<file path="config.mk">
export PLATFORM = sky130hd
export DESIGN_NAME = ps2_host_tx
export DESIGN_NICKNAME = d
export VERILOG_FILES = /design/src/rtl/ps2_host_tx.sv
export SDC_FILE = /design/constraint.sdc
export NUM_CORES = 1
export LEC_CHECK = 0
export CAP_MARGIN = 20
export CORE_MARGIN = 2
export CORE_UTILIZATION = 50
export DETAILED_ROUTE_END_ITERATION = 8
export PLACE_DENSITY = 0.69
export SKIP_CTS_REPAIR_TIMING = 1
export SYNTH_ARGS = -nofsm -noshare
export SYNTH_HDL_FRONTEND = slang
export SYNTH_SLANG_ARGS = --single-unit
</file>
<file path="constraint.sdc">
create_clock -name CLK -period 2.1 [get_ports CLK]
set_input_delay 0.315 -clock CLK [delete_from_list [all_inputs] [get_ports CLK]]
set_output_delay 0.315 -clock CLK [all_outputs]
set_load 0.01 [all_outputs]
</file>
<file path="src/rtl/ps2_host_tx.sv">
// ps2_host_tx: PS/2 host-to-device byte transmitter with inhibit request, ACK check and frame watchdog.
// Define PS2_TX_RETRY_EN to re-send a failed frame up to MAX_RETRIES times before flagging TX_ERROR.
module ps2_host_tx #(
    parameter int CLK_FREQ_HZ = 50_000_000,
    parameter int INHIBIT_US  = 200,
    parameter int TIMEOUT_US  = 15_000,
    parameter int SYNC_STAGES = 3,
    parameter int MAX_RETRIES = 2
) (
    input  logic       CLK,
    input  logic       RESET,
    input  logic       CLK_MOUSE_IN,
    output logic       CLK_MOUSE_OUT_EN,
    input  logic       DATA_MOUSE_IN,
    output logic       DATA_MOUSE_OUT,
    output logic       DATA_MOUSE_OUT_EN,
    input  logic       SEND_BYTE,
    input  logic [7:0] BYTE_TO_SEND,
    output logic       BUSY,
    output logic       BYTE_SENT,
    output logic       TX_ERROR,
    output logic [1:0] ERR_CODE
);
    localparam int CYC_PER_US  = CLK_FREQ_HZ / 1_000_000;
    localparam int INHIBIT_CYC = (CYC_PER_US * INHIBIT_US < 1) ? 1 : CYC_PER_US * INHIBIT_US;
    localparam int TIMEOUT_CYC = (CYC_PER_US * TIMEOUT_US < 1) ? 1 : CYC_PER_US * TIMEOUT_US;
    localparam int IW = $clog2(INHIBIT_CYC + 1);
    localparam int TW = $clog2(TIMEOUT_CYC + 1);
`ifdef PS2_TX_RETRY_EN
    localparam int RW = $clog2(MAX_RETRIES + 2);
    logic [RW-1:0] retry_cnt;
`endif

    typedef enum logic [2:0] {IDLE, INHIBIT, REQ, DATA, PARITY, STOP, WAIT_IDLE} state_t;

    state_t state;
    logic [SYNC_STAGES-1:0] clk_sync, data_sync;
    logic clk_prev, clk_s, data_s, fall;
    logic [7:0] byte_q, shreg;
    logic parity;
    logic [2:0] bit_cnt;
    logic [IW-1:0] inh_cnt;
    logic [TW-1:0] wd_cnt;
    logic in_frame, timeout, nack;

    // Idle PS/2 lines are high, so the synchronisers reset to 1 to avoid a phantom fall.
    always_ff @(posedge CLK or posedge RESET) begin
        if (RESET) begin
            clk_sync  <= '1;
            data_sync <= '1;
            clk_prev  <= 1'b1;
        end else begin
            clk_sync  <= {clk_sync[SYNC_STAGES-2:0], CLK_MOUSE_IN};
            data_sync <= {data_sync[SYNC_STAGES-2:0], DATA_MOUSE_IN};
            clk_prev  <= clk_sync[SYNC_STAGES-1];
        end
    end

    assign clk_s    = clk_sync[SYNC_STAGES-1];
    assign data_s   = data_sync[SYNC_STAGES-1];
    assign fall     = clk_prev & ~clk_s;
    assign in_frame = state inside {REQ, DATA, PARITY, STOP, WAIT_IDLE};
    assign timeout  = in_frame && wd_cnt == TW'(TIMEOUT_CYC - 1);
    assign nack     = state == STOP && fall && data_s;

    always_ff @(posedge CLK or posedge RESET) begin
        if (RESET) begin
            state             <= IDLE;
            byte_q            <= '0;
            shreg             <= '0;
            parity            <= 1'b0;
            bit_cnt           <= '0;
            inh_cnt           <= '0;
            wd_cnt            <= '0;
            CLK_MOUSE_OUT_EN  <= 1'b0;
            DATA_MOUSE_OUT    <= 1'b1;
            DATA_MOUSE_OUT_EN <= 1'b0;
            BUSY              <= 1'b0;
            BYTE_SENT         <= 1'b0;
            TX_ERROR          <= 1'b0;
            ERR_CODE          <= 2'b00;
`ifdef PS2_TX_RETRY_EN
            retry_cnt         <= '0;
`endif
        end else begin
            BYTE_SENT <= 1'b0;
            TX_ERROR  <= 1'b0;
            wd_cnt    <= (in_frame && wd_cnt != TW'(TIMEOUT_CYC - 1)) ? wd_cnt + 1'b1 : wd_cnt;
            // Timeout is checked ahead of the state case so it beats a coincident clock fall.
            if (timeout || nack) begin
                ERR_CODE          <= timeout ? 2'b01 : 2'b10;
                CLK_MOUSE_OUT_EN  <= 1'b0;
                DATA_MOUSE_OUT_EN <= 1'b0;
                DATA_MOUSE_OUT    <= 1'b1;
`ifdef PS2_TX_RETRY_EN
                if (retry_cnt < RW'(MAX_RETRIES)) begin
                    retry_cnt        <= retry_cnt + 1'b1;
                    CLK_MOUSE_OUT_EN <= 1'b1;
                    inh_cnt          <= '0;
                    state            <= INHIBIT;
                end else begin
                    TX_ERROR <= 1'b1;
                    BUSY     <= 1'b0;
                    state    <= IDLE;
                end
`else
                TX_ERROR <= 1'b1;
                BUSY     <= 1'b0;
                state    <= IDLE;
`endif
            end else begin
                case (state)
                    IDLE: if (SEND_BYTE) begin
                        byte_q           <= BYTE_TO_SEND;
                        parity           <= ~^BYTE_TO_SEND;
                        ERR_CODE         <= 2'b00;
                        BUSY             <= 1'b1;
                        CLK_MOUSE_OUT_EN <= 1'b1;
                        inh_cnt          <= '0;
`ifdef PS2_TX_RETRY_EN
                        retry_cnt        <= '0;
`endif
                        state            <= INHIBIT;
                    end
                    INHIBIT: if (inh_cnt == IW'(INHIBIT_CYC - 1)) begin
                        CLK_MOUSE_OUT_EN  <= 1'b0;
                        DATA_MOUSE_OUT_EN <= 1'b1;
                        DATA_MOUSE_OUT    <= 1'b0;
                        wd_cnt            <= '0;
                        state             <= REQ;
                    end else begin
                        inh_cnt <= inh_cnt + 1'b1;
                    end
                    REQ: if (fall) begin
                        DATA_MOUSE_OUT <= byte_q[0];
                        shreg          <= {1'b0, byte_q[7:1]};
                        bit_cnt        <= '0;
                        state          <= DATA;
                    end
                    DATA: if (fall) begin
                        DATA_MOUSE_OUT <= (bit_cnt == 3'd7) ? parity : shreg[0];
                        shreg          <= {1'b0, shreg[7:1]};
                        bit_cnt        <= bit_cnt + 1'b1;
                        state          <= (bit_cnt == 3'd7) ? PARITY : DATA;
                    end
                    PARITY: if (fall) begin
                        DATA_MOUSE_OUT_EN <= 1'b0;
                        DATA_MOUSE_OUT    <= 1'b1;
                        state             <= STOP;
                    end
                    STOP: if (fall) state <= WAIT_IDLE;
                    WAIT_IDLE: if (clk_s && data_s) begin
                        BYTE_SENT <= 1'b1;
                        BUSY      <= 1'b0;
                        state     <= IDLE;
                    end
                    default: state <= IDLE;
                endcase
            end
        end
    end
endmodule

</file>
; Word-level counts from Yosys, hierarchy flattened
; Cells that the tools add are included.
[totals]
register_bits = 72
elab_cells = 118
[op_classes]
add_sub_neg = 3
eq_ne = 21
mux = 48
bitwise_logic = 3
reduce_logical = 26
[op_table]
columns = cell, n
row1 = two-way mux 20 bit, 4
row2 = two-way mux 3 bit, 11
row3 = two-way mux 14 bit, 2
row4 = one-hot mux 14 bit (2 select lines), 1
row5 = one-hot mux 3 bit (7 select lines), 1
row6 = adder 20 x 1 -> 20 bit (second input constant), 1
row7 = equality test 20 bit (second input constant), 1
row8 = inequality test 20 bit (second input constant), 1
row9 = two-way mux 1 bit, 17
row10 = two-way mux 8 bit, 2
row11 = one-hot mux 8 bit (2 select lines), 1
row12 = adder 14 x 1 -> 14 bit (second input constant), 1
row13 = equality test 14 bit (second input constant), 1
row14 = equality test 3 bit (second input constant), 4
row15 = inequality test 3 x 2 -> 1 bit (second input constant), 4
row16 = AND reduction 3 bit, 4
row17 = nonzero test 5 bit, 2
row18 = nonzero test 3 bit, 3
row19 = two-way mux 2 bit, 4
row20 = inequality test 2 bit (second input constant), 4
row21 = AND reduction 4 bit, 2
row22 = nonzero test 2 bit, 4
row23 = XNOR reduction 8 bit, 1
row24 = AND reduction 7 bit, 1
row25 = 15 further kinds, 24

; Depth between registers and ports, before layout
[depth]
word_depth = 7
mapped_depth = 7
ltp_nobuf = 6

; Worst setup path before layout
; OpenSTA, ideal clock, no wires.
[synth_path]
kind = register to register
start = register inh_cnt[0]
end = register wd_cnt[13]
setup_ns = 0.065
arrival_time_ns = 1.759
required_time_ns = 2.035
setup_slack_ns = 0.275
path_stages_with_launch = 8
n_path_buf = 1
synth_period_minus_slack_ns = 1.825
path_cell_list = dfrtp_1 ha_1 and3_1 and4_1 and2_1 buf_2 or3_1 nand2_1
[synth_between]
elab_chain_cells = 4
[synth_rtl]
columns = item, line
row1 = "start, declared", 42  ; logic [IW-1:0] inh_cnt;
row2 = "start signal, assigned", 132  ; inh_cnt <= inh_cnt + 1'b1;
row3 = equality test 14 bit, 125  ; INHIBIT: if (inh_cnt == IW'(INHIBIT_CYC - 1)) begin
row4 = two-way mux 20 bit, 125
row5 = two-way mux 20 bit, 112  ; case (state)
row6 = two-way mux 20 bit, 90  ; if (timeout || nack) begin
row7 = "end signal, assigned", 88  ; wd_cnt <= (in_frame && wd_cnt != TW'(TIMEOUT_CYC - 1)) ? wd_cnt + 1'b1 : wd_cnt;
row8 = "end, declared", 43  ; logic [TW-1:0] wd_cnt;
; Every way passes these cells.
; A chain may end at the register's enable or synchronous reset.

; Worst setup path in the final report
[layout_path]
start = register inh_cnt[0]
end = register wd_cnt[2]
; The elaborated chain is that of the path after synthesis.

==> impl_metrics.json <==
{
  "grt_overflow": 0,
  "finalSetupTns_ns": 0,
  "dieHeight_um": 88.45,
  "critPathCaptureType": "flip-flop",
  "track_usage": 0.2169,
  "layout_setup_ws_ns": 0.1124,
  "place_area_um2": 4005,
  "dieArea_um2": 7823,
  "drv_slew": 0,
  "drive_above_1_share": 0.1602,
  "grt_pass1_wl_mm": 12.93,
  "synth_top_family_by_area": "simple AND/OR/NAND/NOR gates",
  "core.rowCount": 30,
  "synth_compound_area_frac": 0.1242,
  "p_comb_frac": 0.300,
  "coreArea_um2": 6832,
  "area_delta_synth_final_pct": 19.23,
  "hpwl_mm": 5.276,
  "skew_ns": 0.01533,
  "max_freq_mhz": 503.1,
  "setup_viol": 0,
  "start_kind": "flip-flop",
  "drtIter0Drc": 153,
  "drtAntennaViolNets": 0,
  "powerDensity_nw_per_um2": 1060,
  "clock_sinks": 71,
  "yosysMostFrequentCell": "dfrtp_1",
  "firstDrtPassIters": 4,
  "clk_latency_ns": 0.37,
  "antenna_found_initial": 0,
  "clk_pin_slew_worst_paths_ns": 0.08,
  "critPathArrivalTime_ns": 2.25,
  "synth.mux.area_fraction": 0.02877,
  "p_total_mw": 4.507,
  "yosysTopAreaCellShare": 0.4421,
  "cts_tree": "done",
  "ir_worst_vdd_mv": 0.7633,
  "routed_wl_mm": 7.620,
  "final_area_um2": 4252,
  "start_util": 0.5220,
  "avgRoutedWirePerCell_um": 15.00,
  "hold_violations": 0,
  "power.switching_mw": 1.593,
  "portBuffers": 20,
  "yosys_register_bits": 71,
  "ys_warn_count": 0,
  "netlist-cell-type-count": 62,
  "synth_flop_cell": "dfrtp_1",
  "cp.required_ns": 2.36,
  "synth.area.top_cells": "dfrtp_1 (44%), nand2_1 (6.2%), dfstp_2 (5.9%)",
  "swShare": 0.3535,
  "outcome": "finished clean",
  "vias_per_cell": 5.679,
  "leakagePower_nw": 1.871,
  "min_path_type": "input pin to asynchronous set/reset pin",
  "power_frac_clock": 0.276,
  "internal_power_mw": 2.914,
  "first_global_vias": 2794,
  "synth-simple-area-share": 0.2572,
  "drc_errors": 0,
  "synth_common_cells": "dfrtp_1 (63), nand2_1 (59), nor2_1 (34)",
  "critical_path_class": "flip-flop to flip-flop",
  "cts_made_buffers": 9,
  "avgSynthCellArea_um2": 9.690,
  "grt_max_degree": 72,
  "clock_path_buffers": 2,
  "synthXorXnorAreaFrac": 0.05404,
  "post-route-period-util": 0.9465,
  "rsz0062_at_grt": "no",
  "nNetsFinal": 424,
  "cts_root_buf": "clkbuf_8",
  "filler_cell_count": 588,
  "synth_fa_ha_area_frac": 0.01684,
  "syn_nets": 385,
  "io_pins": 21,
  "n_antenna_cell": 0,
  "final_util": 0.6223,
  "relSlewSlack": 0.6014,
  "syn_inst": 368,
  "min_period_ns": 1.988,
  "p_seq_frac": 0.424,
  "dp_slack_ns": 0.1279,
  "synth_edf_count": 0,
  "mappedNetlistArea_um2": 3566,
  "tightest_slew_ns": 0.5917,
  "gp_congestion": 0.8800,
  "cap_violations": 0,
  "async_flop_share": 1.000,
  "h-tree-depth": 3,
  "dieWidth_um": 88.45,
  "synth_area_leader_cell": "dfrtp_1",
  "num_vias": 2885,
  "synth-seq-area-share": 0.5011,
  "cp_max_fo": 9
}
## power by group through the flow
stage          Sequential (mW)  Clock [mW]  Combinational (mW)
2_1_floorplan             1.86           0               0.963
3_3_place_gp              1.91           0                1.30
3_5_place_dp              1.92           0                1.33
4_1_cts                   1.90        1.26                1.34
5_1_grt                   1.96        1.31                1.53
6_report                  1.91        1.24                1.35
## metal layers
metal / global-route usage / part of all wire / wire length (um)
met5: 0 / 0 / 0
met4: 0.1074 / 0.020 / 152
met3: 0.04664 / 0.036 / 278
met2: 0.3349 / 0.46 / 3535
met1: 0.2909 / 0.48 / 3654
## layout make-up
type	instances	area [um^2]	area share
Clock inverter	6	93.84	0.02207
Inverter	4	15.01	0.003531
Multi-Input combinational cell	282	1740	0.4094
Timing Repair Buffer	39	367.9	0.08652
Tap cell	96	120.1	0.02825
Clock buffer	10	127.6	0.03002
Sequential cell	71	1787	0.4202
## logic make-up after synthesis
family,count (synthesis)
mux,10
simple gates,177
buf+inv,15
flops,71
fa+ha+maj,5
compound gates,68
xor+xnor,22
## through the flow
stage | cells | hold slack (ns)
after floorplan | 368 | 0.3195
after global placement | 492 | 0.3463
after detailed placement | 492 | 0.3482
after CTS | 508 | 0.3473
after global routing | 508 | 0.3440
final | 508 | 0.3316
## layout by cell type, fill, tap and decap left out, types with 3 or more instances in the layout
master | Yosys | layout
dfrtp_1 | 63 | 63
nand3_1 | 14 | 13
mux2i_1 | 8 | 8
nor2_1 | 34 | 33
dfstp_2 | 8 | 8
buf_4 | 0 | 17
clkbuf_8 | 0 | 9
inv_1 | 4 | 3
and4_1 | 3 | 3
xnor2_1 | 8 | 8
nand2_1 | 59 | 59
a21oi_1 | 14 | 14
o21ai_0 | 24 | 24
or3_1 | 3 | 3
clkdlybuf4s50_1 | 0 | 20
nand2b_1 | 4 | 4
nor4_1 | 4 | 4
and3_1 | 8 | 8
nor2b_1 | 3 | 3
o31ai_1 | 4 | 4
o22ai_1 | 3 | 3
ha_1 | 4 | 4
xor2_1 | 14 | 14
and2_1 | 3 | 3
nor3_1 | 11 | 11
a31oi_1 | 4 | 4
nand4_1 | 13 | 13
## critical path, cell delays in order, from the launching register on
cell	delay [ns]
dfrtp_1	0.43
ha_1	0.26
and3_1	0.25
and4_1	0.29
and2_1	0.26
buf_4	0.20
a211oi_1	0.21
## path summary, 6_finish.rpt
check                             startpoint             end  slack [ns]  cells past startpoint
max in group asynchronous              RESET  DATA_MOUSE_OUT        1.46                      3
worst max register to register    inh_cnt[0]       wd_cnt[2]        0.11                      6
worst min-delay path                   RESET            BUSY        0.33                      3
min in group CLK                CLK_MOUSE_IN     clk_sync[0]        0.35                      1
worst max-delay path              inh_cnt[0]       wd_cnt[2]        0.11                      6
worst min register to register   clk_sync[1]     clk_sync[2]        0.36                      0
## sequential cells by signal, indices dropped and copies added (netlist names), 2 cells and up
name,flops
inh_cnt,14
byte_q,8
bit_cnt,3
shreg,7
data_sync,3
wd_cnt,20
state,3
ERR_CODE,2
clk_sync,3
No activity file was read; power rests on OpenSTA's default activity.
